**src/rtl/pipe_stage_reg.sv**
```systemverilog
// Two-slot skid-buffered pipeline register with flush, bubble gating
// and saturating bubble/stall counters.
module pipe_stage_reg #(
  parameter int PAYLOAD_W = 64,
  parameter int DEST_W    = 5,
  parameter int CTRL_W    = 4,
  parameter int CNT_W     = 16
) (
  input  logic                 clk,
  input  logic                 rst_n,
  input  logic                 in_valid,
  output logic                 in_ready,
  input  logic [PAYLOAD_W-1:0] payload_in,
  input  logic [DEST_W-1:0]    dest_in,
  input  logic [CTRL_W-1:0]    ctrl_in,
  input  logic                 flush,
  output logic                 out_valid,
  input  logic                 out_ready,
  output logic [PAYLOAD_W-1:0] payload_out,
  output logic [DEST_W-1:0]    dest_out,
  output logic [CTRL_W-1:0]    ctrl_out,
  output logic [CNT_W-1:0]     bubble_cnt,
  output logic [CNT_W-1:0]     stall_cnt
);

  localparam logic [CNT_W-1:0] CNT_MAX = '1;
  localparam logic [CNT_W-1:0] CNT_ONE = {{(CNT_W-1){1'b0}}, 1'b1};

  logic                 main_valid;
  logic [PAYLOAD_W-1:0] main_payload;
  logic [DEST_W-1:0]    main_dest;
  logic [CTRL_W-1:0]    main_ctrl;

  logic                 skid_valid;
  logic [PAYLOAD_W-1:0] skid_payload;
  logic [DEST_W-1:0]    skid_dest;
  logic [CTRL_W-1:0]    skid_ctrl;

  logic accept;
  logic release_beat;
  logic main_open;
  logic ld_skid;
  logic ld_in;
  logic sk_wr;
  logic main_valid_n;
  logic skid_valid_n;

  // in_ready comes straight off the skid valid flop
  assign in_ready     = ~skid_valid;
  assign out_valid    = main_valid;
  assign payload_out  = main_payload;
  assign dest_out     = main_dest;
  assign ctrl_out     = main_valid ? main_ctrl : '0;

  assign accept       = in_valid & in_ready;
  assign release_beat = main_valid & out_ready;
  assign main_open    = ~main_valid | release_beat;
  assign ld_skid      = main_open & skid_valid;
  assign ld_in        = main_open & ~skid_valid & accept;
  assign sk_wr        = accept & ~ld_in;

  always_comb begin
    main_valid_n = main_valid;
    skid_valid_n = skid_valid;
    if (flush) begin
      main_valid_n = 1'b0;
      skid_valid_n = 1'b0;
    end else begin
      if (main_open) begin
        main_valid_n = skid_valid | accept;
      end
      if (ld_skid) begin
        skid_valid_n = sk_wr;
      end else if (sk_wr) begin
        skid_valid_n = 1'b1;
      end
    end
  end

  always_ff @(posedge clk or negedge rst_n) begin
    if (!rst_n) begin
      main_valid <= 1'b0;
      skid_valid <= 1'b0;
    end else begin
      main_valid <= main_valid_n;
      skid_valid <= skid_valid_n;
    end
  end

  // data slots hold their contents across flush and bubbles
  always_ff @(posedge clk or negedge rst_n) begin
    if (!rst_n) begin
      main_payload <= '0;
      main_dest    <= '0;
      main_ctrl    <= '0;
    end else if (ld_skid) begin
      main_payload <= skid_payload;
      main_dest    <= skid_dest;
      main_ctrl    <= skid_ctrl;
    end else if (ld_in) begin
      main_payload <= payload_in;
      main_dest    <= dest_in;
      main_ctrl    <= ctrl_in;
    end
  end

  always_ff @(posedge clk or negedge rst_n) begin
    if (!rst_n) begin
      skid_payload <= '0;
      skid_dest    <= '0;
      skid_ctrl    <= '0;
    end else if (sk_wr) begin
      skid_payload <= payload_in;
      skid_dest    <= dest_in;
      skid_ctrl    <= ctrl_in;
    end
  end

  always_ff @(posedge clk or negedge rst_n) begin
    if (!rst_n) begin
      bubble_cnt <= '0;
    end else if (out_ready && !main_valid
                 && bubble_cnt != CNT_MAX) begin
      bubble_cnt <= bubble_cnt + CNT_ONE;
    end
  end

  always_ff @(posedge clk or negedge rst_n) begin
    if (!rst_n) begin
      stall_cnt <= '0;
    end else if (main_valid && !out_ready
                 && stall_cnt != CNT_MAX) begin
      stall_cnt <= stall_cnt + CNT_ONE;
    end
  end

endmodule

```
**config.mk**
```make
export PLATFORM = sky130hd
export DESIGN_NAME = pipe_stage_reg
export DESIGN_NICKNAME = d
export VERILOG_FILES = /design/src/rtl/pipe_stage_reg.sv
export SDC_FILE = /design/constraint.sdc
export NUM_CORES = 1
export LEC_CHECK = 0
export ABC_AREA = 1
export CAP_MARGIN = 15
export CORE_MARGIN = 2
export CORE_UTILIZATION = 46
export CTS_CLUSTER_SIZE = 28
export DETAILED_ROUTE_END_ITERATION = 8
export PLACE_DENSITY = 0.88
export RECOVER_POWER = 100
export SYNTH_ARGS = -nofsm -noshare
export SYNTH_HDL_FRONTEND = slang
export SYNTH_SLANG_ARGS = --single-unit
```
**constraint.sdc**
```tcl
create_clock -name clk -period 1.4 [get_ports clk]
set_input_delay 0.28 -clock clk [delete_from_list [all_inputs] [get_ports clk]]
set_output_delay 0.28 -clock clk [all_outputs]
set_load 0.03 [all_outputs]
```
**Yosys cells after proc, flatten, opt, wreduce, memory -nomap -nowiden**

Cells that the tools add are included.

- Register bits after elaboration: 180
- ROM bits: 0
- Memories kept: 0
- Output and inout port bits: 107
- Logic and storage cells: 46
- Input port bits: 78
- Memory bits (writable): 0
- Latch bits: 0

- Div/mod/pow operators: 0
- $add $sub $neg: 2
- $lt $le $gt $ge: 0
- Multiply operators: 0
- Reduce and logical (&&, ||, !) cells: 9
- Shift operators: 0
- Bitwise operators: 11
- Multiplexer cells: 12
- Eq/ne operators: 2

Operators by type and width:

| kind | number |
|---|---|
| 2-to-1 mux 64 bit | 2 |
| adder 16 x 1 -> 16 bit (second input constant) | 2 |
| != test 16 bit (second input constant) | 2 |
| 2-to-1 mux 4 bit | 3 |
| 2-to-1 mux 5 bit | 2 |
| bitwise AND 1 bit | 6 |
| 2-to-1 mux 1 bit | 5 |
| logical AND 1 bit | 4 |
| nonzero test 2 bit | 2 |
| NOT 1 bit | 3 |
| nonzero test 3 bit | 1 |
| logical NOT 1 bit | 2 |
| OR 1 bit | 2 |

**Logic depth before layout (Yosys ltp)**

Gate-level depths: netlist (run 1).

- Depth in word-level cells: 9
- Mapped depth: 10

**Least setup slack after synthesis (run 1)**

OpenSTA, ideal clock, no wires.

- Path kind: register to register
- Start: reg stall_cnt[1]
- End: reg stall_cnt[13]
- Setup slack: -0.260 ns
- Data arrival time: 1.543 ns
- Period minus slack after synthesis: 1.660 ns
- Data required time: 1.283 ns
- Setup time: 0.117 ns
- Stages on the path, launching flop included: 10
- Cell sequence: dfrtp_1 ha_1 nand3_1 inv_1 nand2_1 nor2_1 nor2_2 buf_6 nand2_1 nand2_1

- Longest elaborated chain between the ends: 2
- Elaborated cells between the ends (all ways): 3
- Classes of those cells: add/sub: 1; eq/ne: 1; reduce/logical: 1

RTL lines:

| what | line | source |
|---|---|---|
| start, declared | 23 | `output logic [CNT_W-1:0] stall_cnt` |
| start signal, assigned | 133 | `stall_cnt <= stall_cnt + CNT_ONE;` |
| parallel branches: the longest is 2 deep, another holds adder 16 x 1 -> 16 bit | - |  |

Parallel ways; which one is timed is not known.
A chain may end at the register's enable or synchronous reset.

**Final worst setup path (run 1)**

- Start: reg main_valid, in the netlist out_valid
- End: out ctrl_out[1]

- Longest elaborated chain between the ends: 1

RTL lines:

| what | line | source |
|---|---|---|
| start, declared | 29 | `logic main_valid;` |
| start signal, assigned | 85 | `main_valid <= main_valid_n;` |
| 2-to-1 mux 4 bit | 53 | `assign ctrl_out = main_valid ? main_ctrl : '0;` |
| end, declared | 21 | `output logic [CTRL_W-1:0] ctrl_out,` |

Every way passes these cells.

==> key figures, run 1 <==
Clock network
  • Num CTS Buffers: 17
  • H-tree depth: 4
  • Cell chosen for the clock root: sky130_fd_sc_hd__clkbuf_16
  • Post-CTS clock slew at the launch and capture registers of the worst setup and hold paths: 0.08 ns
  • Number of buffers on the longest clock path: 2
  • TritonCTS clock tree: yes
  • Worst-skew pair later-pin latency: 0.43 ns
  • Sinks on the clock net: 180

Setup path
  • Worst Path Arrival: 1.23 ns
  • Critical Path Start Type: register
  • Critical Path End Type: primary output
  • Critical Path RT: 1.12 ns
  • Cells on worst reg2reg path: 10
  • Classification of the worst setup path: register to primary output
  • Maximum fanout along the worst path: 5

Logic synthesis
  • Most area-hungry cell type in the Yosys netlist: sky130_fd_sc_hd__dfrtp_1
  • Sequential area share after synthesis: 52.9%
  • Most common cell in the netlist: sky130_fd_sc_hd__nand2_1
  • Number of flip-flops and latches in the synthesized netlist: 180
  • Post-synth top area share: 52.9%
  • Number of instances in the synthesized netlist: 1020
  • EDFF count, synth: 0
  • Most area-consuming cells after synthesis: sky130_fd_sc_hd__dfrtp_1, sky130_fd_sc_hd__nand2_1, sky130_fd_sc_hd__inv_1
  • Predominant post-synthesis flop cell: sky130_fd_sc_hd__dfrtp_1
  • Number of nets in the synthesized netlist: 1100
  • Mapped Avg Cell Area: 8.34 um^2
  • Most numerous cell types in the synthesized netlist: sky130_fd_sc_hd__nand2_1, sky130_fd_sc_hd__dfrtp_1, sky130_fd_sc_hd__inv_1
  • Share of flip-flops with an asynchronous set or reset: 100%
  • Post-synth design cell area: 8510 um^2
  • Number of warnings issued by yosys: 0
  • Count of different cell masters after synthesis: 28

Final layout
  • Area of all placed cells without fillers: 11700 um^2
  • Area Growth Syn to Fin: 37.4%
  • Fraction of final layout cells with drive strength greater than 1: 24.9%
  • Final net count: 1347
  • Final instance count without filler cells: 1511

Detailed routing
  • Wirelength, routed: 23500 um
  • Antenna violation net count after detailed routing: 0
  • Post-route DRC: 0
  • Drt first-iter violations: 649
  • Post-detailed-route wirelength per cell: 15.5 um
  • Number of search-and-repair iterations in the first detailed-routing pass: 6
  • Detail-routed via count per cell: 5.22
  • Number of vias in the routed layout: 7883

Timing
  • Count of final hold-check violations: 0
  • Relative max-transition margin: 59.2%
  • # setup viols final: 86
  • Shortest period the worst path allows: 1.51 ns
  • Hold Worst Slack: 0.407 ns
  • Worst setup skew after layout: 0.0104 ns
  • RSZ-0062 raised after global routing: true
  • Number of slew-limit violations in the final report: 0
  • Final critical-path share of the clock period: 108%
  • PnR worst setup slack: -0.110 ns
  • Peak clock frequency supported by timing: 0.662 GHz
  • Transition time at the pin with the least slew margin: 0.613 ns

Placed design
  • Routability-driven placement congestion ratio: 0.876
  • Cells after DPL: 1456
  • Placed cell areas: 11200 um^2
  • Port Buffers: 184
  • Post-detailed-placement half-perimeter wirelength: 15500 um

Floorplan
  • Core Rows: 49
  • Boundary Pins: 185
  • Die extent in x: 140 um
  • Floorplan Core Area: 18000 um^2
  • Vertical die dimension: 140 um
  • Die area: 19600 um^2
  • Starting density of the core: 47.2%

Power and ir drop
  • Combinational group share of total power: 25.1%
  • Internal power of the cells: 9990 uW
  • Fraction of power spent switching nets: 34.5%
  • Clock group share of total power: 30.7%
  • Peak supply drop: 0.939 mV
  • Sequential share of power: 44.2%
  • Power per standard cell area: 1310 nW/um^2
  • Leakage dissipation: 0.00591 uW
  • Net Sw Power: 5270 uW

Global routing
  • Initial antenna violation count: 3
  • Global router's overall resource usage: 23.4%
  • GR met3 Demand/Resource: 5.68%
  • Overflow left after global routing: 0
  • Via count of the first global-routing pass: 7689
  • Global routing usage on met2: 38.7%
  • Gr busiest metal: met2
  • Wire length of the first global-routing pass: 37200 um
  • Pin count of the biggest net entering global routing: 59
  • Met1 GRT Util: 29.7%

Outcome
  • Violated checks: setup timing
  • Result of the run: complete, but fails checks

Job
  • Max-cap check violation count: 0

Worst hold path
  • Path type of the worst min-delay path: input port to register
  • Number of cells on the worst hold path: 3
==> path summary, 6_finish.rpt <==
kind | start | to | slack, ns
max | out_valid$_DFFE_PN0P_ | ctrl_out[1] | -0.11
min | payload_in[13] | skid_payload[13]$_DFFE_PN0P_ | 0.41
max reg2reg | bubble_cnt[1]$_DFFE_PN0P_ | bubble_cnt[9]$_DFFE_PN0P_ | -0.08
min reg2reg | skid_payload[31]$_DFFE_PN0P_ | skid_payload[31]$_DFFE_PN0P_ | 0.49
max in group asynchronous | rst_n | payload_out[5]$_DFFE_PN0P_ | 0.12
min in group asynchronous | rst_n | bubble_cnt[3]$_DFFE_PN0P_ | 0.44
==> flip-flops by register name, summed over array words and instances, names as in the netlist <==
name and cells:
bubble_cnt 16, dest_out 5, main_ctrl 4, out_valid 1, payload_out 64, skid_ctrl 4
skid_dest 5, skid_payload 64, skid_valid 1, stall_cnt 16
==> routing by layer <==
metal  share of wire, %  up-vias  routed length [um]
met3                6.7       46                1570
met4                2.5        2                 592
met2                 50      303               11600
li1                   -     3750                   -
met5              0.068        -                  16
met1                 41     3782                9640
==> cells in the final DEF, fill, tap and decap left out, types with 4 or more instances in the layout <==
cell and instances:
sky130_fd_sc_hd__inv_2 5, sky130_fd_sc_hd__buf_4 50, sky130_fd_sc_hd__o21ai_2 4, sky130_fd_sc_hd__clkinv_8 4, sky130_fd_sc_hd__nor2_2 10, sky130_fd_sc_hd__nand2_4 4
sky130_fd_sc_hd__nand3_1 16, sky130_fd_sc_hd__clkbuf_2 84, sky130_fd_sc_hd__buf_6 35, sky130_fd_sc_hd__nand2_1 258, sky130_fd_sc_hd__buf_12 15, sky130_fd_sc_hd__clkdlybuf4s15_2 5
sky130_fd_sc_hd__dfrtp_2 22, sky130_fd_sc_hd__inv_1 171, sky130_fd_sc_hd__nor2_4 5, sky130_fd_sc_hd__o21ai_0 69, sky130_fd_sc_hd__clkdlybuf4s50_1 76, sky130_fd_sc_hd__dfrtp_1 158
sky130_fd_sc_hd__clkbuf_16 18, sky130_fd_sc_hd__inv_8 4, sky130_fd_sc_hd__o21ai_1 88, sky130_fd_sc_hd__nand2_2 27, sky130_fd_sc_hd__xor2_1 4, sky130_fd_sc_hd__xnor2_1 6
sky130_fd_sc_hd__nor2_1 25, sky130_fd_sc_hd__nand4_1 10, sky130_fd_sc_hd__buf_2 6, sky130_fd_sc_hd__o211ai_1 73
==> metrics by stage <==
stage | total power, uW | utilization, % | worst slack, ns | TNS (ns)
CTS | 15400 | 65.5 | -0.128 | -1.94
finish | 15300 | 64.8 | -0.110 | -2.79
detailed placement | 10800 | 62.1 | -0.431 | -61.06
global placement | 10700 | 62.1 | -0.394 | -57.39
floorplan | 8900 | - | -0.0616 | -0.691
global route | 16100 | 64.8 | -0.162 | -11.61
==> timing repair <==
| action | CTS | global route |
|---|---|---|
| endpoints found under the hold margin | 33 | 0 |
| cloned | 2 | 2 |
| pin swaps | 1 | 21 |
| hold buffers | 1 | 0 |
| endpoints found under the setup margin | 176 | 163 |
| setup buffers | 9 | 8 |
| gates resized for setup | 372 | 131 |
==> final cells by class <==
class	instances	area, um^2
antenna	2	5.00
clock buffer	17	425
clock inverter	15	164
fill	1432	6340
inverter	179	684
multi-input combinational	610	3140
sequential	180	4530
tap	229	287
timing repair buffer	279	2450
==> power by group through the flow <==
| stage | clock [uW] | combinational [uW] | sequential (uW) |
|---|---|---|---|
| floorplan | 0 | 1350 | 7550 |
| global placement | 0 | 3860 | 6790 |
| detailed placement | 0 | 3980 | 6830 |
| CTS | 4770 | 3900 | 6730 |
| global route | 5000 | 4200 | 6850 |
| finish | 4690 | 3830 | 6740 |
==> kinds of logic after synthesis <==
family	count (synthesis)	synth area share, %
AOI/OAI and AO/OA	237	16.3
xor gates and xnor gates	10	1.03
adders and majority gates	2	0.294
buffers and inverters	230	12.5
DFF	180	52.9
and+or+nand+nor	361	16.9
==> critical path: stages (launching register included) <==
cell                      delay (ns)
sky130_fd_sc_hd__dfrtp_2        0.43
sky130_fd_sc_hd__buf_6          0.15
sky130_fd_sc_hd__nand2_2        0.06
sky130_fd_sc_hd__inv_2          0.04
sky130_fd_sc_hd__buf_6          0.13
Power figures use the tool's default switching activity.
==> run 2: changes to the inputs <==
--- a/config.mk
+++ b/config.mk
@@ -11,7 +11,8 @@
 export CORE_UTILIZATION = 46
 export CTS_CLUSTER_SIZE = 28
 export DETAILED_ROUTE_END_ITERATION = 8
-export PLACE_DENSITY = 0.88
+export HOLD_SLACK_MARGIN = 0.08
+export PLACE_DENSITY = 0.76
 export RECOVER_POWER = 100
 export SYNTH_ARGS = -nofsm -noshare
 export SYNTH_HDL_FRONTEND = slang
==> run 2 against run 1 <==
- the run still ends with setup timing left
- fmax fell by 3.6%
- sequential power rose by 2%
- via count rose by 7.2%
- clock power rose by 4.9%
- wire length rose by 25%
- core utilization rose by 8.6 points
- die area did not move
- worst hold slack got worse by 0.033 ns
- largest power group unchanged
==> key figures, run 2 (synthesis gave the netlist of run 1 again) <==
Outcome
  • Result of the run: complete, but fails checks
  • Violated checks: setup timing

Global routing
  • Wire length of the first global-routing pass: 39600 um (+6.4%)
  • Overflow left after global routing: 0 (unchanged)
  • Via count of the first global-routing pass: 7786 (+1.3%)
  • Global router's overall resource usage: 25.1% (+1.7 points)
  • Pin count of the biggest net entering global routing: 55 (-6.8%)
  • Initial antenna violation count: 1 (-2)

Clock network
  • Worst-skew pair later-pin latency: 0.44 ns (about the same)
  • Cell chosen for the clock root: sky130_fd_sc_hd__clkbuf_16
  • H-tree depth: 4 (unchanged)
  • Post-CTS clock slew at the launch and capture registers of the worst setup and hold paths: 0.07 ns (about the same)
  • TritonCTS clock tree: yes
  • Number of buffers on the longest clock path: 2 (unchanged)
  • Num CTS Buffers: 17 (unchanged)
  • Sinks on the clock net: 180 (unchanged)

Timing
  • Transition time at the pin with the least slew margin: 0.597 ns (-0.0158 ns)
  • Number of slew-limit violations in the final report: 0 (unchanged)
  • Relative max-transition margin: 60.2% (+1.1 points)
  • Worst setup skew after layout: 0.0153 ns (+0.00488 ns)
  • PnR worst setup slack: -0.166 ns (-0.0563 ns)
  • Final total negative setup slack: -7.18 ns (-4.39 ns)
  • Final critical-path share of the clock period: 112% (+4.0 points)
  • Peak clock frequency supported by timing: 0.638 GHz (-3.6%)
  • # setup viols final: 138 (+60%)
  • Shortest period the worst path allows: 1.57 ns (+0.0563 ns)
  • RSZ-0062 raised after global routing: true
  • Count of final hold-check violations: 0 (unchanged)

Power and ir drop
  • Power per standard cell area: 1260 nW/um^2 (-3.5%)
  • Peak supply drop: 0.917 mV (-2.3%)
  • Power after layout: 16700 uW (+9.3%)
  • Leakage dissipation: 0.00661 uW (+12%)

Floorplan
  • Die extent in x: 140 um (unchanged)
  • Starting density of the core: 47.2% (unchanged)
  • Floorplan Core Area: 18000 um^2 (unchanged)
  • Boundary Pins: 185 (unchanged)
  • Core Rows: 49 (unchanged)
  • Vertical die dimension: 140 um (unchanged)
  • Die area: 19600 um^2 (unchanged)

Detailed routing
  • Post-route DRC: 0 (unchanged)
  • Wirelength, routed: 29200 um (+25%)
  • Detail-routed via count per cell: 5.43 (+4.1%)
  • Post-detailed-route wirelength per cell: 18.8 um (+21%)
  • Number of vias in the routed layout: 8453 (+7.2%)
  • Number of search-and-repair iterations in the first detailed-routing pass: 5 (-1)
  • Drt first-iter violations: 664 (+2.3%)
  • Antenna violation net count after detailed routing: 0 (unchanged)

Setup path
  • Classification of the worst setup path: register to register
  • Critical Path RT: 1.75 ns (+0.63 ns)
  • Critical Path Start Type: register
  • Maximum fanout along the worst path: 8 (+3)
  • Worst Path Arrival: 1.92 ns (+0.69 ns)
  • Critical Path End Type: register

Job
  • Max-cap check violation count: 0 (unchanged)

Placed design
  • Post-detailed-placement half-perimeter wirelength: 14200 um (-8.7%)
  • Worst setup slack after placement: -0.453 ns (-0.0216 ns)
  • Port Buffers: 184 (unchanged)
  • Routability-driven placement congestion ratio: 0.895 (+2.2%)

Final layout
  • Area Growth Syn to Fin: 55.7%
  • Most common cell after layout, fill and taps aside: sky130_fd_sc_hd__nand2_1
  • Fraction of final layout cells with drive strength greater than 1: 34.1% (+9.2 points)
  • Highest-count cells in the layout ignoring fill and taps: sky130_fd_sc_hd__nand2_1, sky130_fd_sc_hd__inv_1, sky130_fd_sc_hd__dfrtp_1
  • Fraction of the core area covered by cells at the end of the flow: 73.5% (+8.6 points)
  • Final net count: 1396 (+3.6%)
  • Antenna diode instance count: 0 (-2)

Worst hold path
  • Path type of the worst min-delay path: input port to asynchronous set/reset pin
-- run 2: changes by cell type in the layout (fill, tap and decap cells not counted), moves of 21 or more --
cell / before / now
sky130_fd_sc_hd__clkbuf_16: 18 / 42
sky130_fd_sc_hd__nand2_1: 258 / 219
sky130_fd_sc_hd__nand2_4: 4 / 27
sky130_fd_sc_hd__o21ai_0: 69 / 7
sky130_fd_sc_hd__o21ai_1: 88 / 109
sky130_fd_sc_hd__o21ai_2: 4 / 43
-- run 2: final cells by class --
class                   count  area, um^2
clock buffers              17         425
fillers                  1305        4780
repair inverters            1        11.3
multi-input cells         611        3600
repair buffers            326        3530
well taps                 229         287
inverters                 179         687
flip-flops and latches    180        4530
clock inverters            14         171
-- run 2: where the power goes --
part | switching [uW] | internal, uW
sequential | 772 | 6090
combinational | 2730 | 2170
clock | 2240 | 2680
total | 5740 | 10900
-- run 2: routing by layer --
layer / routed length [um] / vias to the layer above / GRT usage, %
met5: 0 / - / 0
met4: 1010 / 0 / 7.05
met3: 1910 / 95 / 4.72
met2: 14700 / 409 / 42.3
met1: 11600 / 4082 / 33.3
li1: - / 3867 / -
-- run 2: worst paths after layout --
| check | start | end | slack [ns] | cells past startpoint |
|---|---|---|---|---|
| max | out_valid$_DFFE_PN0P_ | payload_out[45]$_DFFE_PN0P_ | -0.17 | 8 |
| min | rst_n | bubble_cnt[7]$_DFFE_PN0P_ | 0.37 | 2 |
| max reg2reg | out_valid$_DFFE_PN0P_ | payload_out[45]$_DFFE_PN0P_ | -0.17 | 8 |
| min reg2reg | skid_payload[10]$_DFFE_PN0P_ | skid_payload[10]$_DFFE_PN0P_ | 0.49 | 2 |
| max in group asynchronous | rst_n | out_valid$_DFFE_PN0P_ | 0.16 | 3 |
| min in group clk | payload_in[8] | skid_payload[8]$_DFFE_PN0P_ | 0.40 | 3 |
-- run 2: stage by stage --
step	hold WS, ns	cell area [um^2]	instances
after floorplan	-0.0156	8590	1020
after global placement	0.161	10900	1441
after detailed placement	0.164	10900	1441
after CTS	0.278	12200	1508
after global routing	0.427	13200	1557
final	0.375	13200	1557
-- run 2: timing repair --
item | CTS | global route
hold buffers | 1 | 0
buffers inserted | 20 | 26
gates cloned | 15 | 30
endpoints found under the hold margin | 180 | 0
pin swaps | 5 | 19
endpoints found under the setup margin | 196 | 233
gates resized for setup | 425 | 301
-- run 2: worst max-delay path: stages (launching register included) --
cell                        delay [ns]
sky130_fd_sc_hd__dfrtp_2          0.45
sky130_fd_sc_hd__nand2_4          0.12
sky130_fd_sc_hd__inv_4            0.05
sky130_fd_sc_hd__a21oi_4          0.16
sky130_fd_sc_hd__buf_6            0.13
sky130_fd_sc_hd__buf_12           0.15
sky130_fd_sc_hd__clkbuf_16        0.18
sky130_fd_sc_hd__o211ai_1         0.11
sky130_fd_sc_hd__o21ai_1          0.13
==> run 3: changes to the inputs <==
==> constraint.sdc (replaced) <==
create_clock -name clk -period 1.4 [get_ports clk]
set_input_delay 0.42 -clock clk [delete_from_list [all_inputs] [get_ports clk]]
set_output_delay 0.42 -clock clk [all_outputs]
set_load 0.03 [all_outputs]
==> run 3 against run 2 <==
- the run still ends with setup timing left
- critical path depth rose by 2
- power rose by 9.6%
- register-to-register slack got worse by 0.11 ns
- clock power barely moved
- global-route usage rose by 3.4 points
- clock skew rose by 0.0031 ns
- fmax fell by 7.3%
- via count rose by 11%
- sequential share of layout area fell by 4.5 points
- highest routed layer unchanged
==> key figures, run 3 (synthesis gave the netlist of run 1 again) <==
Global routing
  • Initial antenna violation count: 1 (unchanged)
  • Global routing usage on met2: 47.1% (+4.7 points)
  • GR met3 Demand/Resource: 6.60% (+1.9 points)
  • Via count of the first global-routing pass: 8482 (+8.9%)
  • Overflow left after global routing: 0 (unchanged)
  • Pin count of the biggest net entering global routing: 49 (-11%)
  • Met1 GRT Util: 37.2% (+3.9 points)
  • Global router's overall resource usage: 28.5% (+3.4 points)
  • Gr busiest metal: met2
  • Wire length of the first global-routing pass: 44300 um (+12%)

Setup path
  • Worst Path Arrival: 2.03 ns (+0.11 ns)
  • Cells on worst reg2reg path: 9 (+1)
  • Launch point of the worst path: out_ready
  • Critical Path End Type: register
  • Crit path max-delay cell type: sky130_fd_sc_hd__clkdlybuf4s50_1
  • Critical Path RT: 1.74 ns (about the same)
  • List of cells traversed by the critical path: clkdlybuf4s50_1 -> inv_2 -> nand2_4 -> inv_4 -> a21oi_4 -> buf_6 -> buf_12 -> buf_16 -> o211ai_1 -> o21ai_1
  • Critical Path Start Type: input port
  • Worst reg2reg startpoint: out_valid$_DFFE_PN0P_
  • Maximum fanout along the worst path: 7 (-1)
  • Reg-to-reg slack, setup: -0.28 ns (-0.11 ns)
  • Destination of the worst register-to-register timing path: payload_out[45]$_DFFE_PN0P_
  • Largest incremental delay on the critical path: 0.50 ns (+0.05 ns)
  • Classification of the worst setup path: input port to register

Worst hold path
  • Path type of the worst min-delay path: register to register
  • Endpoint of the worst hold path: skid_payload[27]$_DFFE_PN0P_
  • Hold_sp: skid_payload[27]$_DFFE_PN0P_
  • Number of cells on the worst hold path: 2

Detailed routing
  • Wirelength, routed: 35100 um (+20%)
  • Drt first-iter violations: 847 (+28%)
  • Post-route DRC: 0 (unchanged)
  • Detail-routed via count per cell: 5.67 (+4.4%)
  • Number of search-and-repair iterations in the first detailed-routing pass: 7 (+2)
  • Antenna violation net count after detailed routing: 0 (unchanged)
  • Number of vias in the routed layout: 9408 (+11%)
  • Post-detailed-route wirelength per cell: 21.2 um (+13%)

Timing
  • Relative max-transition margin: 39.1% (-21 points)
  • Transition time at the pin with the least slew margin: 0.914 ns (+0.317 ns)
  • Final critical-path share of the clock period: 121% (+8.8 points)
  • Worst setup skew after layout: 0.0184 ns (+0.00309 ns)
  • Peak clock frequency supported by timing: 0.592 GHz (-7.3%)
  • Shortest period the worst path allows: 1.69 ns (+0.123 ns)
  • PnR worst setup slack: -0.290 ns (-0.123 ns)
  • # setup viols final: 259 (+88%)
  • Count of final hold-check violations: 0 (unchanged)
  • RSZ-0062 raised after global routing: true
  • Number of slew-limit violations in the final report: 0 (unchanged)

Floorplan
  • Starting density of the core: 47.2% (unchanged)
  • Die extent in x: 140 um (unchanged)
  • Die area: 19600 um^2 (unchanged)
  • Boundary Pins: 185 (unchanged)
  • Floorplan Core Area: 18000 um^2 (unchanged)
  • Core Rows: 49 (unchanged)
  • Vertical die dimension: 140 um (unchanged)

Final layout
  • Most common cell after layout, fill and taps aside: sky130_fd_sc_hd__nand2_1
  • Fraction of the core area covered by cells at the end of the flow: 84.6% (+11 points)
  • Highest-count cells in the layout ignoring fill and taps: sky130_fd_sc_hd__nand2_1, sky130_fd_sc_hd__inv_1, sky130_fd_sc_hd__buf_6
  • Area of the multi-input gates: 4020 um^2 (+12%)
  • Fraction of final layout cells with drive strength greater than 1: 45.1% (+11 points)
  • Filler instances: 891 (-32%)
  • Final net count: 1498 (+7.3%)
  • Antenna diode instance count: 0 (unchanged)
  • Area of all placed cells without fillers: 15300 um^2 (+15%)
  • Area Growth Syn to Fin: 79.3%
  • Area occupied by registers: 4530 um^2 (+0.11%)
  • Final instance count without filler cells: 1660 (+6.6%)

Clock network
  • Num CTS Buffers: 17 (unchanged)
  • H-tree depth: 4 (unchanged)
  • Cell chosen for the clock root: sky130_fd_sc_hd__clkbuf_16
  • Post-CTS clock slew at the launch and capture registers of the worst setup and hold paths: 0.07 ns (about the same)
  • Number of buffers on the longest clock path: 2 (unchanged)
  • Worst-skew pair later-pin latency: 0.45 ns (about the same)
  • TritonCTS clock tree: yes
  • Sinks on the clock net: 180 (unchanged)

Job
  • Max-cap check violation count: 0 (unchanged)

Power and ir drop
  • Power after layout: 18300 uW (+9.6%)
  • Leakage dissipation: 0.00754 uW (+14%)
  • Peak supply drop: 1.41 mV (+54%)
  • Power per standard cell area: 1200 nW/um^2 (-4.9%)

Placed design
  • Port Buffers: 184 (unchanged)
  • Worst setup slack after placement: -0.582 ns (-0.130 ns)
  • Routability-driven placement congestion ratio: 0.855 (-4.4%)
  • Cells after DPL: 1454 (+0.90%)
  • Placed cell areas: 10800 um^2 (-1.2%)
  • Post-detailed-placement half-perimeter wirelength: 14500 um (+2.0%)

Outcome
  • Result of the run: complete, but fails checks
  • Violated checks: setup timing
==> run 3: area by class of cell <==
class | instances | area share, %
clock buffers | 20 | 3.06
clock inverters | 12 | 0.787
inverters | 179 | 4.52
multi-input cells | 612 | 26.4
flip-flops and latches | 180 | 29.7
well taps | 229 | 1.88
repair buffers | 427 | 33.6
repair inverters | 1 | 0.0738
==> run 3: timing repair <==
item | in CTS | in global routing
pin swaps | 4 | 44
gates cloned | 27 | 24
gates resized for setup | 176 | 393
endpoints found under the setup margin | 274 | 285
hold buffers | 1 | 0
buffers inserted | 74 | 64
endpoints found under the hold margin | 21 | 0
==> run 3: metrics by stage <==
stage | hold slack, ns | setup TNS [ns]
after floorplan | 0.124 | -0.691
after global placement | 0.335 | -83.65
after detailed placement | 0.332 | -86.40
after CTS | 0.442 | -23.96
after global routing | 0.519 | -42.43
final | 0.495 | -25.73
==> run 3: how the worst max path moves through the flow <==
stage / slack, ns / endpoint / depth (start not counted)
3_5_place_dp: -0.58 / payload_out[58]$_DFFE_PN0P_ / 9
2_1_floorplan: -0.06 / bubble_cnt[13]$_DFFE_PN0P_ / 10
6_report: -0.29 / payload_out[45]$_DFFE_PN0P_ / 10
4_1_cts: -0.26 / ctrl_out[1] / 4
3_3_place_gp: -0.53 / payload_out[28]$_DFFE_PN0P_ / 9
5_1_grt: -0.34 / payload_out[45]$_DFFE_PN0P_ / 9
==> run 3: routing by layer <==
| layer | wire (um) | vias up |
|---|---|---|
| li1 | - | 4059 |
| met1 | 13100 | 4572 |
| met2 | 17400 | 629 |
| met3 | 3100 | 148 |
| met4 | 1590 | 0 |
| met5 | 0 | - |
==> run 3: power by group <==
part / switching [uW] / internal, uW / leakage (uW)
sequential: 868 / 6100 / 0.00223
combinational: 3250 / 3170 / 0.00503
clock: 2280 / 2630 / 0.000277
total: 6390 / 11900 / 0.00754
==> run 3: worst max-delay path, delay by kind of cell <==
kind	cells	cell delay [ns]
compound gates	3	0.46
buf+inv	6	1.04
simple gates	1	0.09
